===== config.mk =====
export PLATFORM = sky130hd
export DESIGN_NAME = mac_round_seq
export DESIGN_NICKNAME = d
export VERILOG_FILES = /design/src/rtl/mac_round_seq.sv
export SDC_FILE = /design/constraint.sdc
export NUM_CORES = 1
export LEC_CHECK = 0
export ABC_AREA = 1
export BUFFER_PORTS_ARGS = -buffer_cell sky130_fd_sc_hd__buf_4
export CORE_MARGIN = 8
export CORE_UTILIZATION = 40
export CTS_CLUSTER_DIAMETER = 80
export DETAILED_ROUTE_END_ITERATION = 7
export SETUP_SLACK_MARGIN = 0.1
export SLEW_MARGIN = 20
export SYNTH_ARGS = -nofsm -noshare
export SYNTH_HDL_FRONTEND = slang
export SYNTH_SLANG_ARGS = --single-unit

===== constraint.sdc =====
create_clock -name clk -period 2.8 [get_ports clk]
set_clock_uncertainty 0.15 [all_clocks]
set_input_delay 0.56 -clock clk [delete_from_list [all_inputs] [get_ports clk]]
set_output_delay 0.56 -clock clk [all_outputs]
set_load 0.1 [all_outputs]

===== src/rtl/mac_round_seq.sv =====
// mac_round_seq: fixed-point dot-product sequencer (multiply, accumulate, round-half-up, saturate).
// Optional MAC_ROUND_SAT_FLAG_EN adds sat_o, flagging a clamped result.
module mac_round_seq #(
    parameter int INT_BITS  = 7,
    parameter int FRAC_BITS = 9,
    parameter int VEC_LEN   = 4
) (
    input  logic                          clk,
    input  logic                          rst,
    input  logic                          clear_i,
    input  logic                          in_valid_i,
    output logic                          in_ready_o,
    input  logic [INT_BITS+FRAC_BITS-1:0] a_i,
    input  logic [INT_BITS+FRAC_BITS-1:0] b_i,
    output logic                          out_valid_o,
    input  logic                          out_ready_i,
    output logic [INT_BITS+FRAC_BITS-1:0] out_o
`ifdef MAC_ROUND_SAT_FLAG_EN
    ,
    output logic                          sat_o
`endif
);

    localparam int W     = INT_BITS + FRAC_BITS;
    localparam int ACC_W = 2 * W + $clog2(VEC_LEN) + 1;
    localparam int R_W   = ACC_W - FRAC_BITS + 1;
    localparam int CNT_W = $clog2(VEC_LEN + 1);

    typedef enum logic [1:0] {
        IDLE,
        ACCUM,
        ROUND,
        OUT
    } state_t;

    state_t                   state;
    logic signed [ACC_W-1:0]  acc;
    logic        [CNT_W-1:0]  cnt;

    logic signed [2*W-1:0]    a_ext;
    logic signed [2*W-1:0]    b_ext;
    logic signed [2*W-1:0]    prod;
    logic signed [ACC_W-1:0]  prod_ext;
    logic signed [R_W-1:0]    r;
    logic                     ovf;
    logic                     sat_pos;
    logic                     sat_neg;
    logic        [W-1:0]      rounded;

    assign in_ready_o = (state == IDLE) || (state == ACCUM);

    // Operands widened first so the product is exact at 2W bits.
    assign a_ext    = {{W{a_i[W-1]}}, a_i};
    assign b_ext    = {{W{b_i[W-1]}}, b_i};
    assign prod     = a_ext * b_ext;
    assign prod_ext = {{(ACC_W-2*W){prod[2*W-1]}}, prod};

    // One extra sign bit keeps the half-LSB increment from wrapping.
    assign r = {acc[ACC_W-1], acc[ACC_W-1:FRAC_BITS]}
             + {{(R_W-1){1'b0}}, acc[FRAC_BITS-1]};

    // r fits in W bits only when its bits from W-1 upward are all equal.
    assign ovf     = !((&r[R_W-1:W-1]) || !(|r[R_W-1:W-1]));
    assign sat_pos = ovf && !r[R_W-1];
    assign sat_neg = ovf && r[R_W-1];

    always_comb begin
        rounded = r[W-1:0];
        if (sat_pos)
            rounded = {1'b0, {(W-1){1'b1}}};
        else if (sat_neg)
            rounded = {1'b1, {(W-1){1'b0}}};
    end

    always_ff @(posedge clk or posedge rst) begin
        if (rst) begin
            state       <= IDLE;
            acc         <= '0;
            cnt         <= '0;
            out_valid_o <= 1'b0;
            out_o       <= '0;
`ifdef MAC_ROUND_SAT_FLAG_EN
            sat_o       <= 1'b0;
`endif
        end else if (clear_i) begin
            // Abort wins over any beat or pending result; out_o keeps its last value.
            state       <= IDLE;
            acc         <= '0;
            cnt         <= '0;
            out_valid_o <= 1'b0;
`ifdef MAC_ROUND_SAT_FLAG_EN
            sat_o       <= 1'b0;
`endif
        end else begin
            case (state)
                IDLE: begin
                    if (in_valid_i) begin
                        acc   <= prod_ext;
                        cnt   <= CNT_W'(1);
                        state <= (VEC_LEN == 1) ? ROUND : ACCUM;
                    end
                end
                ACCUM: begin
                    if (in_valid_i) begin
                        acc <= acc + prod_ext;
                        cnt <= cnt + CNT_W'(1);
                        if (cnt == CNT_W'(VEC_LEN - 1))
                            state <= ROUND;
                    end
                end
                ROUND: begin
                    out_o       <= rounded;
                    out_valid_o <= 1'b1;
`ifdef MAC_ROUND_SAT_FLAG_EN
                    sat_o       <= sat_pos || sat_neg;
`endif
                    state       <= OUT;
                end
                OUT: begin
                    if (out_ready_i) begin
                        out_valid_o <= 1'b0;
                        state       <= IDLE;
                    end
                end
                default: state <= IDLE;
            endcase
        end
    end

endmodule


Word-level counts from Yosys, hierarchy flattened:

Cells that the tools add are included.

* register bits after elaboration: 57
* input bits: 37
* output and inout port bits: 18
* logic and storage cells: 53

* $add $sub $neg: 3
* multipliers: 1
* equality and inequality tests: 8
* multiplexer cells: 19
* bitwise gates (word level): 1
* reductions and logical operators: 16

Operators with widths (number)
* 35-bit two-way mux: 3
* 35-bit case mux with 2 select lines: 1
* 35-bit by 32-bit adder with 35-bit output: 1
* 16-bit by 16-bit multiplier with 32-bit output: 1
* 16-bit two-way mux: 2
* 26-bit by 2-bit adder with 27-bit output: 1
* 12-bit AND reduction: 1
* 12-bit OR reduction: 1
* 2-bit two-way mux: 5
* 3-bit two-way mux: 3
* 3-bit inequality test (second input constant): 3
* 2-bit case mux with 4 select lines: 1
* 3-bit case mux with 2 select lines: 1
* 3-bit nonzero test: 2
* 2-bit equality test (second input constant): 2
* 2-bit AND reduction: 2
* 4-bit AND reduction: 1
* 3-bit by 1-bit adder with 3-bit output (second input constant): 1
* 3-bit by 2-bit equality test with 1-bit output (second input constant): 1
* 1-bit zero test: 3
* 3-bit by 2-bit inequality test with 1-bit output (second input constant): 1
* 3-bit AND reduction: 1
* 2-bit by 1-bit equality test with 1-bit output (second input constant): 1
* 1-bit logical AND: 2
* other kinds (5): 7

Logic depth before layout (Yosys ltp):

Gate-level depths: netlist of the first run.

* depth after elaboration: 8
* depth in mapped cells: 39
* mapped depth without buffers: 37

Worst setup path before layout of the first run:

No wires, ideal clock.

* kind: input to register
* from: input b_i[7]
* to: register acc[22]
* library setup time: 124 ps
* data arrival time: 6990 ps
* data required time: 2526 ps
* slack: -4464 ps
* stages on the path: 30
* buffers on the path: 2
* cells stage by stage: clkbuf_1 clkbuf_1 nand2_1 fa_1 inv_1 fa_1 inv_1 fa_1 inv_1 fa_1 fa_1 inv_1 fa_1 inv_1 ha_1 inv_1 o21ai_0 a21oi_1 o21ai_0 nand3b_1 or2_2 and2_1 ha_1 nand2_1 nor4_1 o21ai_0 nand4_1 nand3_1 o211ai_1 nand2_1

* word-level cells in the longest chain between the ends: 5
* elaborated cells on any way between the ends: 6
* classes of those cells: add/sub: 1; mul: 1; mux: 4

Ends and longest elaborated chain
* from (decl): line 14 `input logic [INT_BITS+FRAC_BITS-1:0] b_i,`
* 16-bit by 16-bit multiplier with 32-bit output (*): line 55 `assign prod = a_ext * b_ext;`
* 35-bit by 32-bit adder with 35-bit output: line 105 `acc <= acc + prod_ext;`
* 35-bit two-way mux: line 104 `if (in_valid_i) begin`
* 35-bit case mux with 2 select lines (*): line 95 `case (state)`
* 35-bit two-way mux (*): line 85 `end else if (clear_i) begin`
* to (signal assigned): line 98 `acc <= prod_ext;`
* to (signal assigned): line 105
* to (decl): line 37 `logic signed [ACC_W-1:0] acc;`

Mark *: on every way between the ends. The rest lies on a longest branch, timed or not. The select of a mux whose other input is x is not followed.
A chain may end at the register's enable or synchronous reset.

Worst setup path after layout of the first run:

* from: input b_i[15]
* to: register acc[18]

The elaborated chain is that of the path after synthesis.

==> results of run 1 <==
==> through the flow <==
step                utilization (%)  cells  hold slack (ns)
finish                         58.7   3242            0.135
global route                   58.7   3242            0.174
CTS                            55.5   3209            0.153
detailed placement             50.2   3151            0.321
global placement               50.2   3151            0.321
floorplan                         -   2355            0.298
==> path summary, 6_finish.rpt <==
path                        startpoint           to  slack, ns  cells past startpoint
max                            b_i[15]      acc[18]      -4.03                     35
min                                rst       acc[2]       0.13                      3
max reg2reg                     acc[0]      acc[32]       0.22                     13
min reg2reg                     cnt[1]       cnt[1]       0.35                      1
max in group asynchronous          rst      acc[24]       2.03                      3
min in group clk           out_ready_i  out_valid_o       0.26                      2
==> sequential cells by signal (all words and copies together), names as in the netlist <==
| signal | cells |
|---|---|
| out_o | 16 |
| cnt | 3 |
| out_valid_o | 1 |
| acc | 35 |
| state | 2 |
==> synthesized netlist by cell type, types with 10 or more instances <==
library cell / instances
a21oi_1: 91
a21oi_2: 10
clkbuf_1: 71
dfrtp_1: 57
fa_1: 263
ha_1: 125
inv_1: 568
nand2_1: 634
nand2_2: 17
nand3_1: 109
nand4_1: 19
nor2_1: 173
nor3_1: 11
o211ai_1: 16
o21ai_0: 69
o21bai_1: 13
or2_2: 10
xnor2_1: 17
xor2_1: 29
==> layer usage <==
layer | up-vias | GRT usage, % | wire, um
met3 | 66 | 2.01 | 2640
met1 | 8103 | 30.4 | 23300
met4 | 0 | 4.45 | 1150
li1 | 7719 | - | -
met2 | 406 | 38.9 | 26100
met5 | - | 0 | 0
==> worst min-delay path, stage by stage <==
cell	delay, ns
buf_4	0.11
inv_2	0.06
buf_12	0.29
==> cells by family (layout without fill, tap and decap cells) <==
family / count (synthesis) / after routing
AOI/OAI and AO/OA: 219 / 219
adders and majority gates: 388 / 388
and+or+nand+nor: 997 / 997
xor gates and xnor gates: 46 / 46
DFF: 57 / 57
buffers and inverters: 648 / 1003
==> area by class of cell <==
class                      count  share of cell area [%]
timing repair inverter         1                  0.0261
clock inverter                 6                   0.277
inverter                     572                    9.09
sequential                    57                    6.00
tap                          532                    2.78
multi-input combinational   1650                    65.5
clock buffer                  10                   0.999
timing repair buffer         414                    15.3
==> timing repair <==
item                       CTS  global route
pin swaps                  152           177
cloned                       0             1
setup buffers               42            32
setup endpoints to repair   32            48
gates resized for setup    379           278
==> impl_metrics.json, run 1 <==
{
  "outcome": "finished with violations",
  "violations": "setup timing",
  "nFillCells": 3611,
  "diodes": 0,
  "crit_buf_inv": 11,
  "final_area_sq_um": 23900,
  "finalHoldViolCount": 0,
  "final_cell_mix": "nand2_1 (504), inv_1 (483), buf_4 (324)",
  "drtIter0Drc": 975,
  "ys.flop_type": "dfrtp_1",
  "gp_congestion": 0.982,
  "clockBufferDepth": 2,
  "ys_ff_latch": 57,
  "slew_viol_final": 0,
  "synthSimpleGateAreaFrac_pct": 24.9,
  "finalSetupTns_ns": -108.40,
  "synth_compound_gate_area_share_pct": 7.63,
  "grt_start_max_net_pins": 58,
  "clk_latency_ns": 0.34,
  "finalSetupViolCount": 32,
  "h-tree-depth": 3,
  "fmax_ghz": 0.146,
  "synth.area.top_cells": "fa_1 (32%), nand2_1 (14%), inv_1 (13%)",
  "required_ns": 2.92,
  "drc": 0,
  "vias_per_cell": 5.03,
  "multi_input_area_sq_um": 15700,
  "grt_antenna_before_repair": 0,
  "path_common_cell": "fa_1",
  "fp.dieArea_sq_um": 48000,
  "portBuffers": 54,
  "synth_warnings": 0,
  "path_delay_family": "adder cells",
  "wire_per_inst_um": 16.4,
  "place_worst_setup_slack_ns": -4.74,
  "cts_made_buffers": 9,
  "dp_hpwl_mm": 42.8,
  "crit_path_end_kind": "flop",
  "final_nets": 3130,
  "rsz0062_at_grt": "true",
  "cts.clk_slew.worst_paths_ns": 0.07,
  "yosysTopAreaCell": "fa_1",
  "drv_cap": 0,
  "row_count": 74,
  "ios": 55,
  "ctsHoldBuffers": 0,
  "fp.dieW_um": 219,
  "clock-root-buffer": "clkbuf_16",
  "start_util_pct": 40.5,
  "layout_commonest_cell": "nand2_1",
  "async_reset_ff_share_pct": 100,
  "crit_slowest_cell": "fa_1",
  "grt-ovfl-total": 0,
  "synthCells": 2355,
  "slowest_delay_ns": 0.51,
  "muxShareOfSynthArea_pct": 0,
  "seq_area_frac_synth_pct": 8.65,
  "grt_pass1_vias": 17300,
  "fp.coreArea_sq_um": 40700,
  "worst_slack_ns": -4.03,
  "postRouteAntennaNets": 0,
  "drive_gt1_share_pct": 38.0,
  "worstSetupStartpointType": "primary input",
  "numClockSinks": 57,
  "synth-xor-area-share_pct": 2.44,
  "die_h_um": 219,
  "slew_headroom_pct": 49.9,
  "synth_edf_count": 0,
  "finalWorstPathRequiredPeriod_ns": 6.83,
  "area_delta_synth_final_pct": 45.1,
  "tightestPinTransition_ns": 0.742,
  "syn-cell-area_sq_um": 16500,
  "synth_top_family_by_area": "adder cells",
  "dr.pass1.iters": 5,
  "grt_pass1_wl_mm": 87.6,
  "hp-class": "primary input to asynchronous set/reset pin",
  "drt_wl_total_mm": 53.2,
  "cts_tree": "yes",
  "dpl_cell_area_sq_um": 20500,
  "synth_area_per_cell_sq_um": 7.00,
  "critPathKind": "primary input to flop",
  "synth_top_cell_area_share_pct": 31.9,
  "syn_nets": 2780,
  "synth_fa_ha_area_share_pct": 41.4,
  "finalCritPeriodShare_pct": 244,
  "crit_arrival_ns": 6.94,
  "ff_latch_area_sq_um": 1440,
  "path_max_fanout": 4,
  "track_usage_pct": 22.4,
  "synthDistinctLibCells": 41,
  "via_count": 16300
}
Power of run 1 is not shown: default switching activity piles up to over one toggle a cycle in this logic, so the estimate is an artifact.
==> inputs of run 2 (changes only) <==
Settings changed: ABC_AREA 1 to unset, RECOVER_POWER set to 25.
==> impl_metrics.json, run 2 <==
{
  "syn-cell-area_sq_um": 14600,
  "fp.dieW_um": 207,
  "cts.clk_slew.worst_paths_ns": 0.06,
  "numClockSinks": 57,
  "seq_area_frac_synth_pct": 9.79,
  "synth_edf_count": 0,
  "path_common_cell": "fa_1",
  "nFillCells": 3218,
  "final_area_sq_um": 20100,
  "drtIter0Drc": 664,
  "rsz0062_at_grt": "true",
  "timing.rr.start": "acc[0]",
  "endpoint": "acc[33]",
  "crit_path_end_kind": "flop",
  "async_reset_ff_share_pct": 100,
  "ys.flop_type": "dfrtp_1",
  "dr.pass1.iters": 6,
  "finalWorstPathRequiredPeriod_ns": 7.87,
  "outcome": "finished with violations",
  "portBuffers": 54,
  "critPathKind": "primary input to flop",
  "clock-root-buffer": "clkbuf_16",
  "slowest_delay_ns": 0.56,
  "finalCritPeriodShare_pct": 281,
  "yosys.cell_count.top_type": "inv_1",
  "drv_cap": 0,
  "area_delta_synth_final_pct": 37.7,
  "final_cell_mix": "buf_4 (320), inv_1 (296), fa_1 (257)",
  "via_count": 12600,
  "drive_gt1_share_pct": 31.6,
  "postRouteAntennaNets": 0,
  "finalSetupViolCount": 47,
  "drc": 0,
  "ys_top_cells_by_count": "inv_1 (312), fa_1 (263), nand2_1 (190)",
  "diodes": 0,
  "synth_area_per_cell_sq_um": 8.79,
  "fp.dieArea_sq_um": 42800,
  "largest_register": "acc",
  "synth_warnings": 0,
  "wire_per_inst_um": 15.8,
  "die_h_um": 207,
  "drt_wl_total_mm": 39.2,
  "required_ns": 2.87,
  "grt_pass1_vias": 14100,
  "slew_viol_final": 0,
  "tightestPinTransition_ns": 1.43,
  "largest_reg_flops": 35,
  "finalHoldViolCount": 0,
  "yosysTopAreaCell": "fa_1",
  "hp-class": "primary input to flop",
  "reg2reg_slack_ns": -0.56,
  "layout_commonest_cell": "buf_4",
  "r2r_end": "acc[34]",
  "synth.area.top_cells": "fa_1 (36%), ha_1 (11%), dfrtp_1 (9.8%)",
  "grt_start_max_net_pins": 39,
  "ys_ff_latch": 57,
  "grt_pass1_wl_mm": 67.4,
  "fp.coreArea_sq_um": 36300,
  "ios": 55,
  "reg.largest.list": "acc: 35 flops, out_o: 16 flops, cnt: 3 flops",
  "dpl_cell_area_sq_um": 18300,
  "track_usage_pct": 19.4,
  "worstSetupStartpoint": "a_i[6]",
  "clk_latency_ns": 0.33,
  "slew_headroom_pct": 4.86,
  "worst_slack_ns": -5.07,
  "h-tree-depth": 3,
  "synth_top_cell_area_share_pct": 36.1,
  "syn_nets": 2083,
  "rr_worst_depth": 13,
  "path_max_fanout": 8,
  "start_util_pct": 40.2,
  "crit_arrival_ns": 7.94,
  "ctsHoldBuffers": 0,
  "synthDistinctLibCells": 69,
  "vias_per_cell": 5.07,
  "cts_tree": "yes",
  "row_count": 70,
  "dp_hpwl_mm": 31.8,
  "clockBufferDepth": 2,
  "crit_slowest_cell": "fa_1",
  "synthCells": 1658,
  "violations": "setup timing",
  "worstSetupStartpointType": "primary input",
  "final_nets": 2435,
  "grt_antenna_before_repair": 0,
  "grt-ovfl-total": 0,
  "cts_made_buffers": 9,
  "gp_congestion": 0.893,
  "fmax_ghz": 0.127
}
==> run 2: through the flow <==
| step | worst slack, ns | util, % | hold slack, ns | TNS [ns] | cells |
|---|---|---|---|---|---|
| 2_1_floorplan | -5.26 | - | 0.300 | -116.64 | 1658 |
| 3_3_place_gp | -5.67 | 50.3 | 0.315 | -139.96 | 2425 |
| 3_5_place_dp | -5.78 | 50.3 | 0.325 | -141.59 | 2425 |
| 4_1_cts | -5.05 | 54.3 | 0.265 | -121.53 | 2473 |
| 5_1_grt | -5.39 | 55.4 | 0.297 | -132.39 | 2483 |
| 6_report | -5.07 | 55.4 | 0.297 | -122.43 | 2483 |
==> run 2: timing repair <==
item,CTS,global route
cloned,2,0
setup buffers,33,10
pin swaps,95,39
resized for setup,177,79
setup endpoints to repair,48,48
==> run 2: per-layer routing <==
metal / track usage, % / up-vias / share of wire [%] / wire (um)
li1: - / 5962 / - / -
met5: 0 / - / 0 / 0
met2: 36.3 / 229 / 53 / 20800
met4: 5.15 / 0 / 2.3 / 889
met3: 2.26 / 71 / 3.2 / 1270
met1: 23.2 / 6339 / 42 / 16300
==> run 2: cell families after synthesis <==
family	share of synthesized area, %
mux	0.695
fa+ha+maj	46.9
simple gates	16.4
compound gates	12.2
buf+inv	9.46
xor+xnor	4.57
flops	9.79
==> run 2: how the worst min path moves through the flow <==
stage	startpoint	endpoint	slack, ns	cells after the start
detailed placement	cnt[2]	cnt[2]	0.33	2
CTS	rst	out_valid_o	0.26	2
floorplan	cnt[2]	cnt[2]	0.30	2
finish	clear_i	state[1]	0.30	2
global placement	cnt[2]	cnt[2]	0.31	2
global route	clear_i	state[1]	0.30	2
==> run 2: critical path: cells and delay by family <==
kind                       cells  cell delay, ns
adders and majority gates      8            3.66
AOI/OAI and AO/OA             11            2.50
and+or+nand+nor                5            0.56
xor gates and xnor gates       2            0.36
buffers and inverters          5            0.28
==> run 2: final cells by class <==
| cell class | count | area [sq um] | area share, % |
|---|---|---|---|
| Multi-Input combinational cell | 1236 | 13300 | 66.1 |
| Timing Repair Buffer | 393 | 3320 | 16.5 |
| Sequential cell | 57 | 1430 | 7.11 |
| Inverter | 313 | 1170 | 5.85 |
| Tap cell | 468 | 586 | 2.92 |
| Clock buffer | 14 | 284 | 1.42 |
| Clock inverter | 2 | 10.0 | 0.0499 |
Power of run 2 is left out for the same reason.
